### config.mk
export PLATFORM = sky130hd
export DESIGN_NAME = dmem_arbiter_flat
export DESIGN_NICKNAME = d
export VERILOG_FILES = /design/src/rtl/dmem_arbiter_if.sv /design/src/rtl/dmem_arbiter.sv /design/src/flat_wrapper.sv
export SDC_FILE = /design/constraint.sdc
export NUM_CORES = 1
export LEC_CHECK = 0
export BUFFER_PORTS_ARGS = -buffer_cell sky130_fd_sc_hd__buf_2
export CORE_AREA = 2 2 106 108
export DETAILED_ROUTE_END_ITERATION = 7
export DIE_AREA = 0 0 108 110
export PLACE_DENSITY = 0.78
export SLEW_MARGIN = 10
export SYNTH_ARGS = -nofsm -noshare
export SYNTH_HDL_FRONTEND = slang
export SYNTH_SLANG_ARGS = --single-unit
### constraint.sdc
create_clock -name clk -period 9.5 [get_ports clk]
set_input_delay 1.9 -clock clk [delete_from_list [all_inputs] [get_ports clk]]
set_output_delay 1.9 -clock clk [all_outputs]
set_load 0.01 [all_outputs]
### src/rtl/dmem_arbiter_if.sv
// Bus bundle for the data-memory arbiter: CPU MEM-stage port, JPEG IP burst port and memory port.
// master is the arbiter's view; slave is the view of everything around it.
interface dmem_arbiter_if #(
  parameter int AW = 20,
  parameter int DW = 32,
  parameter int LW = 8
);
  logic          cpu_req;
  logic          cpu_rw;
  logic [AW-1:0] cpu_addr;
  logic [DW-1:0] cpu_wdata;
  logic          cpu_stall;
  logic [DW-1:0] cpu_rdata;
  logic          cpu_rvalid;

  logic          ip_req;
  logic          ip_rw;
  logic [AW-1:0] ip_addr;
  logic [LW-1:0] ip_len;
  logic [DW-1:0] ip_wdata;
  logic          ip_gnt;
  logic          ip_beat;
  logic [DW-1:0] ip_rdata;
  logic          ip_rvalid;
  logic          ip_done;

  logic          mem_ena;
  logic          mem_rw;
  logic [AW-1:0] mem_addr;
  logic [DW-1:0] mem_wdata;
  logic [DW-1:0] mem_rdata;

  modport master (
    input  cpu_req, cpu_rw, cpu_addr, cpu_wdata,
    input  ip_req, ip_rw, ip_addr, ip_len, ip_wdata,
    input  mem_rdata,
    output cpu_stall, cpu_rdata, cpu_rvalid,
    output ip_gnt, ip_beat, ip_rdata, ip_rvalid, ip_done,
    output mem_ena, mem_rw, mem_addr, mem_wdata
  );

  modport slave (
    output cpu_req, cpu_rw, cpu_addr, cpu_wdata,
    output ip_req, ip_rw, ip_addr, ip_len, ip_wdata,
    output mem_rdata,
    input  cpu_stall, cpu_rdata, cpu_rvalid,
    input  ip_gnt, ip_beat, ip_rdata, ip_rvalid, ip_done,
    input  mem_ena, mem_rw, mem_addr, mem_wdata
  );
endinterface

### src/rtl/dmem_arbiter.sv
// Single-port data-memory arbiter: CPU single-word accesses vs. JPEG IP bursts, with bounded bursts.
// Define DMEM_ARB_PERF_EN to add saturating stall/beat performance counters.
module dmem_arbiter #(
  parameter int AW        = 20,
  parameter int DW        = 32,
  parameter int LW        = 8,
  parameter int MAX_BURST = 16
) (
  input  logic           clk,
  input  logic           rst,
  dmem_arbiter_if.master bus
`ifdef DMEM_ARB_PERF_EN
  ,
  output logic [31:0]    perf_cpu_stall,
  output logic [31:0]    perf_ip_beats
`endif
);

  localparam logic [1:0] ST_IDLE  = 2'd0;
  localparam logic [1:0] ST_BURST = 2'd1;
  localparam logic [1:0] ST_YIELD = 2'd2;

  localparam int             BCW        = $clog2(MAX_BURST + 1);
  localparam logic [BCW-1:0] BEAT_LIMIT = BCW'(MAX_BURST);

  logic [1:0]     state_reg, state_next;
  logic [AW-1:0]  addr_reg, addr_next;
  logic [LW-1:0]  rem_reg, rem_next;
  logic [BCW-1:0] beats_reg, beats_next;
  logic           yield_reg, yield_next;
  logic           rw_reg;
  logic           rd_cpu_reg, rd_ip_reg;

  logic [LW-1:0]  len_eff;
  logic           issue_cpu, issue_ip, gnt, done;
  logic [AW-1:0]  ip_beat_addr;
  logic           ip_beat_rw;

  assign len_eff = (bus.ip_len == '0) ? LW'(1) : bus.ip_len;

  // Next-state and grant decision; the memory port below is driven straight from this.
  always_comb begin
    state_next   = state_reg;
    addr_next    = addr_reg;
    rem_next     = rem_reg;
    beats_next   = beats_reg;
    yield_next   = yield_reg;
    issue_cpu    = 1'b0;
    issue_ip     = 1'b0;
    gnt          = 1'b0;
    done         = 1'b0;
    ip_beat_addr = addr_reg;
    ip_beat_rw   = rw_reg;

    case (state_reg)
      ST_IDLE: begin
        // The CPU normally wins, unless it already jumped ahead of a waiting IP request.
        if (bus.ip_req && (!bus.cpu_req || yield_reg)) begin
          gnt          = 1'b1;
          issue_ip     = 1'b1;
          ip_beat_addr = bus.ip_addr;
          ip_beat_rw   = bus.ip_rw;
          yield_next   = 1'b0;
          if (len_eff == LW'(1)) begin
            done = 1'b1;
          end else begin
            state_next = ST_BURST;
            addr_next  = bus.ip_addr + AW'(1);
            rem_next   = len_eff - LW'(1);
            beats_next = BCW'(1);
          end
        end else if (bus.cpu_req) begin
          issue_cpu = 1'b1;
          if (bus.ip_req) begin
            yield_next = 1'b1;
          end
        end
      end

      ST_BURST: begin
        issue_ip  = 1'b1;
        addr_next = addr_reg + AW'(1);
        rem_next  = rem_reg - LW'(1);
        if (beats_reg != BEAT_LIMIT) begin
          beats_next = beats_reg + BCW'(1);
        end
        if (rem_reg == LW'(1)) begin
          done       = 1'b1;
          state_next = ST_IDLE;
          beats_next = '0;
        end else if ((beats_next == BEAT_LIMIT) && bus.cpu_req) begin
          state_next = ST_YIELD;
        end
      end

      ST_YIELD: begin
        issue_cpu  = bus.cpu_req;
        beats_next = '0;
        state_next = ST_BURST;
      end

      default: begin
        state_next = ST_IDLE;
      end
    endcase
  end

  // Everything combinational is forced low while reset is held, so outputs drop immediately.
  always_comb begin
    bus.mem_ena   = 1'b0;
    bus.mem_rw    = 1'b0;
    bus.mem_addr  = '0;
    bus.mem_wdata = '0;
    bus.cpu_stall = 1'b0;
    bus.ip_gnt    = 1'b0;
    bus.ip_beat   = 1'b0;
    bus.ip_done   = 1'b0;
    if (!rst) begin
      if (issue_ip) begin
        bus.mem_ena   = 1'b1;
        bus.mem_rw    = ip_beat_rw;
        bus.mem_addr  = ip_beat_addr;
        bus.mem_wdata = bus.ip_wdata;
      end else if (issue_cpu) begin
        bus.mem_ena   = 1'b1;
        bus.mem_rw    = bus.cpu_rw;
        bus.mem_addr  = bus.cpu_addr;
        bus.mem_wdata = bus.cpu_wdata;
      end
      bus.cpu_stall = bus.cpu_req && !issue_cpu;
      bus.ip_gnt    = gnt;
      bus.ip_beat   = issue_ip;
      bus.ip_done   = done;
    end
  end

  always_ff @(posedge clk or posedge rst) begin
    if (rst) begin
      state_reg  <= ST_IDLE;
      addr_reg   <= '0;
      rem_reg    <= '0;
      beats_reg  <= '0;
      yield_reg  <= 1'b0;
      rw_reg     <= 1'b0;
      rd_cpu_reg <= 1'b0;
      rd_ip_reg  <= 1'b0;
    end else begin
      state_reg  <= state_next;
      addr_reg   <= addr_next;
      rem_reg    <= rem_next;
      beats_reg  <= beats_next;
      yield_reg  <= yield_next;
      if (gnt) begin
        rw_reg <= bus.ip_rw;
      end
      // Owner tag for the read return that arrives next cycle.
      rd_cpu_reg <= issue_cpu && !bus.cpu_rw;
      rd_ip_reg  <= issue_ip && !ip_beat_rw;
    end
  end

  assign bus.cpu_rvalid = rd_cpu_reg;
  assign bus.cpu_rdata  = rd_cpu_reg ? bus.mem_rdata : '0;
  assign bus.ip_rvalid  = rd_ip_reg;
  assign bus.ip_rdata   = rd_ip_reg ? bus.mem_rdata : '0;

`ifdef DMEM_ARB_PERF_EN
  always_ff @(posedge clk or posedge rst) begin
    if (rst) begin
      perf_cpu_stall <= '0;
      perf_ip_beats  <= '0;
    end else begin
      if (bus.cpu_stall && (perf_cpu_stall != '1)) begin
        perf_cpu_stall <= perf_cpu_stall + 32'd1;
      end
      if (bus.ip_beat && (perf_ip_beats != '1)) begin
        perf_ip_beats <= perf_ip_beats + 32'd1;
      end
    end
  end
`endif

endmodule

### src/flat_wrapper.sv
// flat-port wrapper written by rule: the top's interface ports become plain ports
module dmem_arbiter_flat 
#(
  parameter int AW        = 20,
  parameter int DW        = 32,
  parameter int LW        = 8,
  parameter int MAX_BURST = 16
)
  (clk, rst, bus_cpu_req, bus_cpu_rw, bus_cpu_addr, bus_cpu_wdata, bus_ip_req, bus_ip_rw, bus_ip_addr, bus_ip_len, bus_ip_wdata, bus_mem_rdata, bus_cpu_stall, bus_cpu_rdata, bus_cpu_rvalid, bus_ip_gnt, bus_ip_beat, bus_ip_rdata, bus_ip_rvalid, bus_ip_done, bus_mem_ena, bus_mem_rw, bus_mem_addr, bus_mem_wdata);
  dmem_arbiter_if #(.AW(AW), .DW(DW), .LW(LW)) bus_i ();
  input  logic clk;
  input  logic rst;
  input wire logic [$bits(bus_i.cpu_req)-1:0] bus_cpu_req;
  input wire logic [$bits(bus_i.cpu_rw)-1:0] bus_cpu_rw;
  input wire logic [$bits(bus_i.cpu_addr)-1:0] bus_cpu_addr;
  input wire logic [$bits(bus_i.cpu_wdata)-1:0] bus_cpu_wdata;
  input wire logic [$bits(bus_i.ip_req)-1:0] bus_ip_req;
  input wire logic [$bits(bus_i.ip_rw)-1:0] bus_ip_rw;
  input wire logic [$bits(bus_i.ip_addr)-1:0] bus_ip_addr;
  input wire logic [$bits(bus_i.ip_len)-1:0] bus_ip_len;
  input wire logic [$bits(bus_i.ip_wdata)-1:0] bus_ip_wdata;
  input wire logic [$bits(bus_i.mem_rdata)-1:0] bus_mem_rdata;
  output wire logic [$bits(bus_i.cpu_stall)-1:0] bus_cpu_stall;
  output wire logic [$bits(bus_i.cpu_rdata)-1:0] bus_cpu_rdata;
  output wire logic [$bits(bus_i.cpu_rvalid)-1:0] bus_cpu_rvalid;
  output wire logic [$bits(bus_i.ip_gnt)-1:0] bus_ip_gnt;
  output wire logic [$bits(bus_i.ip_beat)-1:0] bus_ip_beat;
  output wire logic [$bits(bus_i.ip_rdata)-1:0] bus_ip_rdata;
  output wire logic [$bits(bus_i.ip_rvalid)-1:0] bus_ip_rvalid;
  output wire logic [$bits(bus_i.ip_done)-1:0] bus_ip_done;
  output wire logic [$bits(bus_i.mem_ena)-1:0] bus_mem_ena;
  output wire logic [$bits(bus_i.mem_rw)-1:0] bus_mem_rw;
  output wire logic [$bits(bus_i.mem_addr)-1:0] bus_mem_addr;
  output wire logic [$bits(bus_i.mem_wdata)-1:0] bus_mem_wdata;
  assign bus_i.cpu_req = bus_cpu_req;
  assign bus_i.cpu_rw = bus_cpu_rw;
  assign bus_i.cpu_addr = bus_cpu_addr;
  assign bus_i.cpu_wdata = bus_cpu_wdata;
  assign bus_i.ip_req = bus_ip_req;
  assign bus_i.ip_rw = bus_ip_rw;
  assign bus_i.ip_addr = bus_ip_addr;
  assign bus_i.ip_len = bus_ip_len;
  assign bus_i.ip_wdata = bus_ip_wdata;
  assign bus_i.mem_rdata = bus_mem_rdata;
  assign bus_cpu_stall = bus_i.cpu_stall;
  assign bus_cpu_rdata = bus_i.cpu_rdata;
  assign bus_cpu_rvalid = bus_i.cpu_rvalid;
  assign bus_ip_gnt = bus_i.ip_gnt;
  assign bus_ip_beat = bus_i.ip_beat;
  assign bus_ip_rdata = bus_i.ip_rdata;
  assign bus_ip_rvalid = bus_i.ip_rvalid;
  assign bus_ip_done = bus_i.ip_done;
  assign bus_mem_ena = bus_i.mem_ena;
  assign bus_mem_rw = bus_i.mem_rw;
  assign bus_mem_addr = bus_i.mem_addr;
  assign bus_mem_wdata = bus_i.mem_wdata;
  dmem_arbiter #(.AW(AW), .DW(DW), .LW(LW), .MAX_BURST(MAX_BURST)) u_core (.clk(clk), .rst(rst), .bus(bus_i));
endmodule
Word-level counts from Yosys, hierarchy flattened
Cells that the tools add are included.
{ "totals": {"reg_bits": 39, "out_inout_bits": 124} }
{ "op_classes": {"addsub": 5, "eq_ne": 9, "muxes": 53, "n_reduce_logical": 20} }
{ "ops": {"columns": ["op", "count"], "rows": [
  ["32-bit two-way mux", 5],
  ["20-bit two-way mux", 7],
  ["20-bit by 1-bit adder with 20-bit output (second input constant)", 2],
  ["20-bit case mux with 2 select lines", 1],
  ["5-bit two-way mux", 5],
  ["8-bit two-way mux", 3],
  ["1-bit two-way mux", 22],
  ["8-bit by 1-bit equality test with 1-bit output (second input constant)", 2],
  ["8-bit case mux with 2 select lines", 1],
  ["8-bit by 1-bit subtractor with 8-bit output (second input constant)", 2],
  ["5-bit case mux with 3 select lines", 1],
  ["3-bit AND reduction", 4],
  ["8-bit logical NOT", 1],
  ["2-bit two-way mux", 4],
  ["1-bit case mux with 2 select lines", 3],
  ["2-bit case mux with 3 select lines", 1],
  ["2-bit nonzero test", 3],
  ["5-bit by 1-bit adder with 5-bit output (second input constant)", 1],
  ["5-bit equality test (second input constant)", 1],
  ["1-bit logical AND", 5],
  ["5-bit != test (second input constant)", 1],
  ["1-bit logical NOT", 4],
  ["3-bit by 1-bit != test with 1-bit output (second input constant)", 1],
  ["3-bit nonzero test", 1],
  ["other kinds (6)", 6]
]} }

Depth between registers and ports, before layout
{ "logic_depth": {"depth_word": 8, "ltp_mapped": 14, "depth_no_buf": 10} }

Worst setup path after synthesis
Ideal clock, no wire load.
{ "synth_timing": {"path_kind": "input port to output port", "from": "input bus_ip_len[3]", "to": "output bus_ip_done", "arrival_time_ps": 3421, "required_ps": 7600, "setup_slack_ps": 4179, "cell_stages": 6, "cell_sequence": "or4_4 > nor3_1 > a21o_1 > ha_1 > nand3_1 > a21oi_1"} }
{ "synth_via": {"elab_chain_cells": 7} }
{ "synth_lines": {"columns": ["element", "line", "text"], "rows": [
  ["start, declared", "flat_wrapper.sv:20", "input wire logic [$bits(bus_i.ip_len)-1:0] bus_ip_len;"],
  ["8-bit logical NOT", "dmem_arbiter.sv:39", "assign len_eff = (bus.ip_len == '0) ? LW'(1) : bus.ip_len;"],
  ["8-bit two-way mux (*)", "dmem_arbiter.sv:39", null],
  ["8-bit by 1-bit equality test with 1-bit output (*)", "dmem_arbiter.sv:64", "if (len_eff == LW'(1)) begin"],
  ["1-bit two-way mux (*)", "dmem_arbiter.sv:64", null],
  ["1-bit two-way mux (*)", "dmem_arbiter.sv:58", "if (bus.ip_req && (!bus.cpu_req || yield_reg)) begin"],
  ["1-bit case mux with 2 select lines (*)", "dmem_arbiter.sv:55", "case (state_reg)"],
  ["1-bit two-way mux (*)", "dmem_arbiter.sv:118", "if (!rst) begin"],
  ["end, declared", "flat_wrapper.sv:30", "output wire logic [$bits(bus_i.ip_done)-1:0] bus_ip_done;"]
]} }
Every way passes the cells marked *; elsewhere a longest branch is shown, timed or not.

Worst setup path after layout
Same ends and word-level chain as after synthesis.

==> impl_metrics.json <==
{
  "post-place-ws_ns": 3.44,
  "grt_usage_pct": 24.0,
  "postPlaceCellArea_mm2": 0.00588,
  "clk_pin_slew_worst_paths_ns": 0.09,
  "r2r_cells": 10,
  "first_pass_grt_wire_length_um": 22600,
  "maxSlewHeadroom_pct": 29.9,
  "largest_net_degree_at_the_start_of_global_routing": 95,
  "final.period_utilization_pct": 61.3,
  "dp_hpwl_um": 11900,
  "synth_nets": 736,
  "vias": 5315,
  "final_clock_skew_ns": 0.0156,
  "via_per_inst": 5.53,
  "mostFrequentLayoutCells": "buf_2 (273), and2_1 (68), nor2_1 (54), nand2_1 (47), dfrtp_1 (39)",
  "clockRootBuffer": "clkbuf_8",
  "die_height_um": 110,
  "p_per_area_mw_per_mm2": 222,
  "endpoint": "bus_ip_done",
  "antenna_violations_before_repair": 0,
  "n_fill_cell": 1051,
  "layout_commonest_cell": "buf_2",
  "hold_viol": 0,
  "initial_core_util_pct": 41.6,
  "worstPathMaxFanout": 5,
  "overflow": 0,
  "share_clk_of_total_power_pct": 11.3,
  "timing.setup.critical_path_class": "in2out",
  "ys.warnings.count": 0,
  "clockBufferDepth": 2,
  "syn2layout_area_growth_pct": 34.9,
  "worst_skew_pair.late_latency_ns": 0.31,
  "worst_setup_slack_final_ns": 3.68,
  "number_of_global_route_vias_before_repair": 4523,
  "max_freq_mhz": 172,
  "drv_cap": 0,
  "antenna_violating_nets_post_route": 0,
  "largest_register_ffs": 20,
  "die_area_mm2": 0.0119,
  "post_route_cells_drive_above_1_share_pct": 38.2,
  "main_combinational_cell_family_by_area_after_synthesis": "simple AND/OR/NAND/NOR gates",
  "seqCellArea_um2": 976,
  "std_cell_rows": 38,
  "net-switching-power_mw": 0.640,
  "gp_routability_congestion": 0.825,
  "final_cell_area_mm2": 0.00601,
  "yosys.area_share.xor_xnor_pct": 1.97,
  "synthMuxAreaShare_pct": 8.26,
  "worstSetupEndpointType": "output port",
  "synth_compound_gate_area_share_pct": 28.2,
  "crit_arrival_ns": 3.92,
  "final.setup.tns_ns": 0,
  "clock_tree.htree_level_count": 2,
  "power.switching_fraction_pct": 48.1,
  "report.final.setup_viol": 0,
  "number_of_slew_limit_violations_in_the_final_report": 0,
  "ys_types": 66,
  "detail_route.iter0.violations": 274,
  "cts-resized-gates": 0,
  "ys_seq_area_share_pct": 21.9,
  "drt-wirelength-per-cell_um": 16.1,
  "run_status": "completed",
  "post_synthesis_share_of_cell_area_spent_on_and_or_nand_and_nor_gates_pct": 31.3,
  "cts_tree": "built",
  "final_nets": 981,
  "total_clock_buffers_created_by_cts": 5,
  "routed_wire_length_um": 15400,
  "static-leakage-power_nw": 3.08,
  "tightestPinTransition_ns": 1.03,
  "io_pins": 274,
  "drt_pre_antenna_iters": 4,
  "die_w_um": 108,
  "io_buffer_count": 273,
  "finalCriticalPeriod_ns": 5.82,
  "synth-async-reset-ratio_pct": 100,
  "placeableCoreArea_mm2": 0.0107,
  "cp_data_required_time_ns": 7.60,
  "combined_area_of_the_multi_input_logic_cells_mm2": 0.00327,
  "worst-r2r-setup-slack_ns": 5.72,
  "worstReg2RegStart": "u_core.state_reg[1]$_DFFE_PP0P_",
  "p_int_mw": 0.691,
  "mappedNetlistArea_mm2": 0.00445,
  "power.sequential.fraction_pct": 25.7,
  "synth_edf_count": 0,
  "worstHoldPathCells": 2,
  "yosys.area_share.adder_pct": 3.09,
  "timing.rr.end": "u_core.addr_reg[8]$_DFFE_PP0P_",
  "clock_sinks": 39,
  "cts.repair_timing.setup_buffer_count": 0,
  "critPathLaunch": "bus_ip_len[3]",
  "post_synth.cell_area_avg_um2": 7.75,
  "hold_path.class": "reg2reg",
  "combPwrFrac_pct": 63.0,
  "residual_drc": 0,
  "grt_setup_unrepaired": "false",
  "irDropWorstVdd_mv": 0.125,
  "synth.ff_latch_count": 39,
  "ys_dominant_reg_cell": "dfrtp_1",
  "count_of_mapped_cells_out_of_synthesis": 575,
  "antenna_cells_inserted": 0,
  "post_cts_hold_buffer_count": 0,
  "critical_path.startpoint_type": "primary input"
}
power groups by stage:
stage / clock network [mW] / registers [mW] / logic [mW]
global route: 0.161 / 0.356 / 0.935
detailed placement: 0 / 0.340 / 0.836
CTS: 0.153 / 0.339 / 0.838
floorplan: 0 / 0.300 / 0.627
global placement: 0 / 0.340 / 0.820
finish: 0.151 / 0.342 / 0.839
how the worst min path moves through the flow:
| stage | startpoint | to | slack, ns |
|---|---|---|---|
| 2_1_floorplan | u_core.rw_reg$_DFFE_PP0P_ | u_core.rw_reg$_DFFE_PP0P_ | 0.44 |
| 3_3_place_gp | u_core.yield_reg$_DFFE_PP0P_ | u_core.yield_reg$_DFFE_PP0P_ | 0.47 |
| 3_5_place_dp | u_core.yield_reg$_DFFE_PP0P_ | u_core.yield_reg$_DFFE_PP0P_ | 0.47 |
| 4_1_cts | u_core.yield_reg$_DFFE_PP0P_ | u_core.yield_reg$_DFFE_PP0P_ | 0.49 |
| 5_1_grt | u_core.rw_reg$_DFFE_PP0P_ | u_core.rw_reg$_DFFE_PP0P_ | 0.52 |
| 6_report | u_core.yield_reg$_DFFE_PP0P_ | u_core.yield_reg$_DFFE_PP0P_ | 0.49 |
Yosys cell counts, types with 9 or more instances:
master    count  area, µm²
a211oi_1     22        165
nand4_1      12       75.1
and2_1       68        425
mux2i_1      30        300
nor2b_1      14       87.6
nand2_1      47        176
buf_2        16       80.1
o21ai_0      24        120
clkbuf_1     23       86.3
nor2_1       55        206
inv_1        14       52.6
a22o_1       35        307
nand3_1      17       85.1
nor3_1        9       45.0
a21oi_1      12       60.1
dfrtp_1      39        976
ha_1         11        138
final cells by class:
class	instances	share of cell area, %
inverter	14	0.875
tap	140	2.92
clock inverter	2	0.583
sequential	39	16.2
clock buffer	6	1.37
multi-input combinational	481	54.5
timing repair buffer	279	23.5
cell families (layout without fill, tap and decap cells):
kind of cell	after synthesis	after routing
fa+ha+maj	11	11
buf+inv	55	301
simple gates	262	262
flops	39	39
xor+xnor	10	10
mux	35	35
compound gates	163	163
worst max-delay path, stage by stage:
cell and delay (ns):
buf_2 0.11, or4_4 0.57, nor3_1 0.43, a21o_1 0.23
ha_1 0.18, nand3_1 0.08, a21oi_1 0.24, buf_2 0.18
per-stage QoR:
| step | cells | util [%] | hold slack, ns | power (mW) |
|---|---|---|---|---|
| after floorplan | 575 | - | 0.439 | 0.928 |
| after global placement | 953 | 55.0 | 0.465 | 1.16 |
| after detailed placement | 953 | 55.0 | 0.473 | 1.18 |
| after CTS | 961 | 56.1 | 0.493 | 1.33 |
| after global routing | 961 | 56.2 | 0.522 | 1.45 |
| final | 961 | 56.2 | 0.487 | 1.33 |
metal layers:
metal  vias up  part of all wire, %  global-route usage [%]
met5         -                    0                       0
met4         0                  2.1                    6.96
met3        23                  8.1                    3.59
met2       241                   47                    40.3
met1      2430                   43                    32.3
li1       2621                    -                       -
Note: power is estimated with default switching activity, not from simulation.
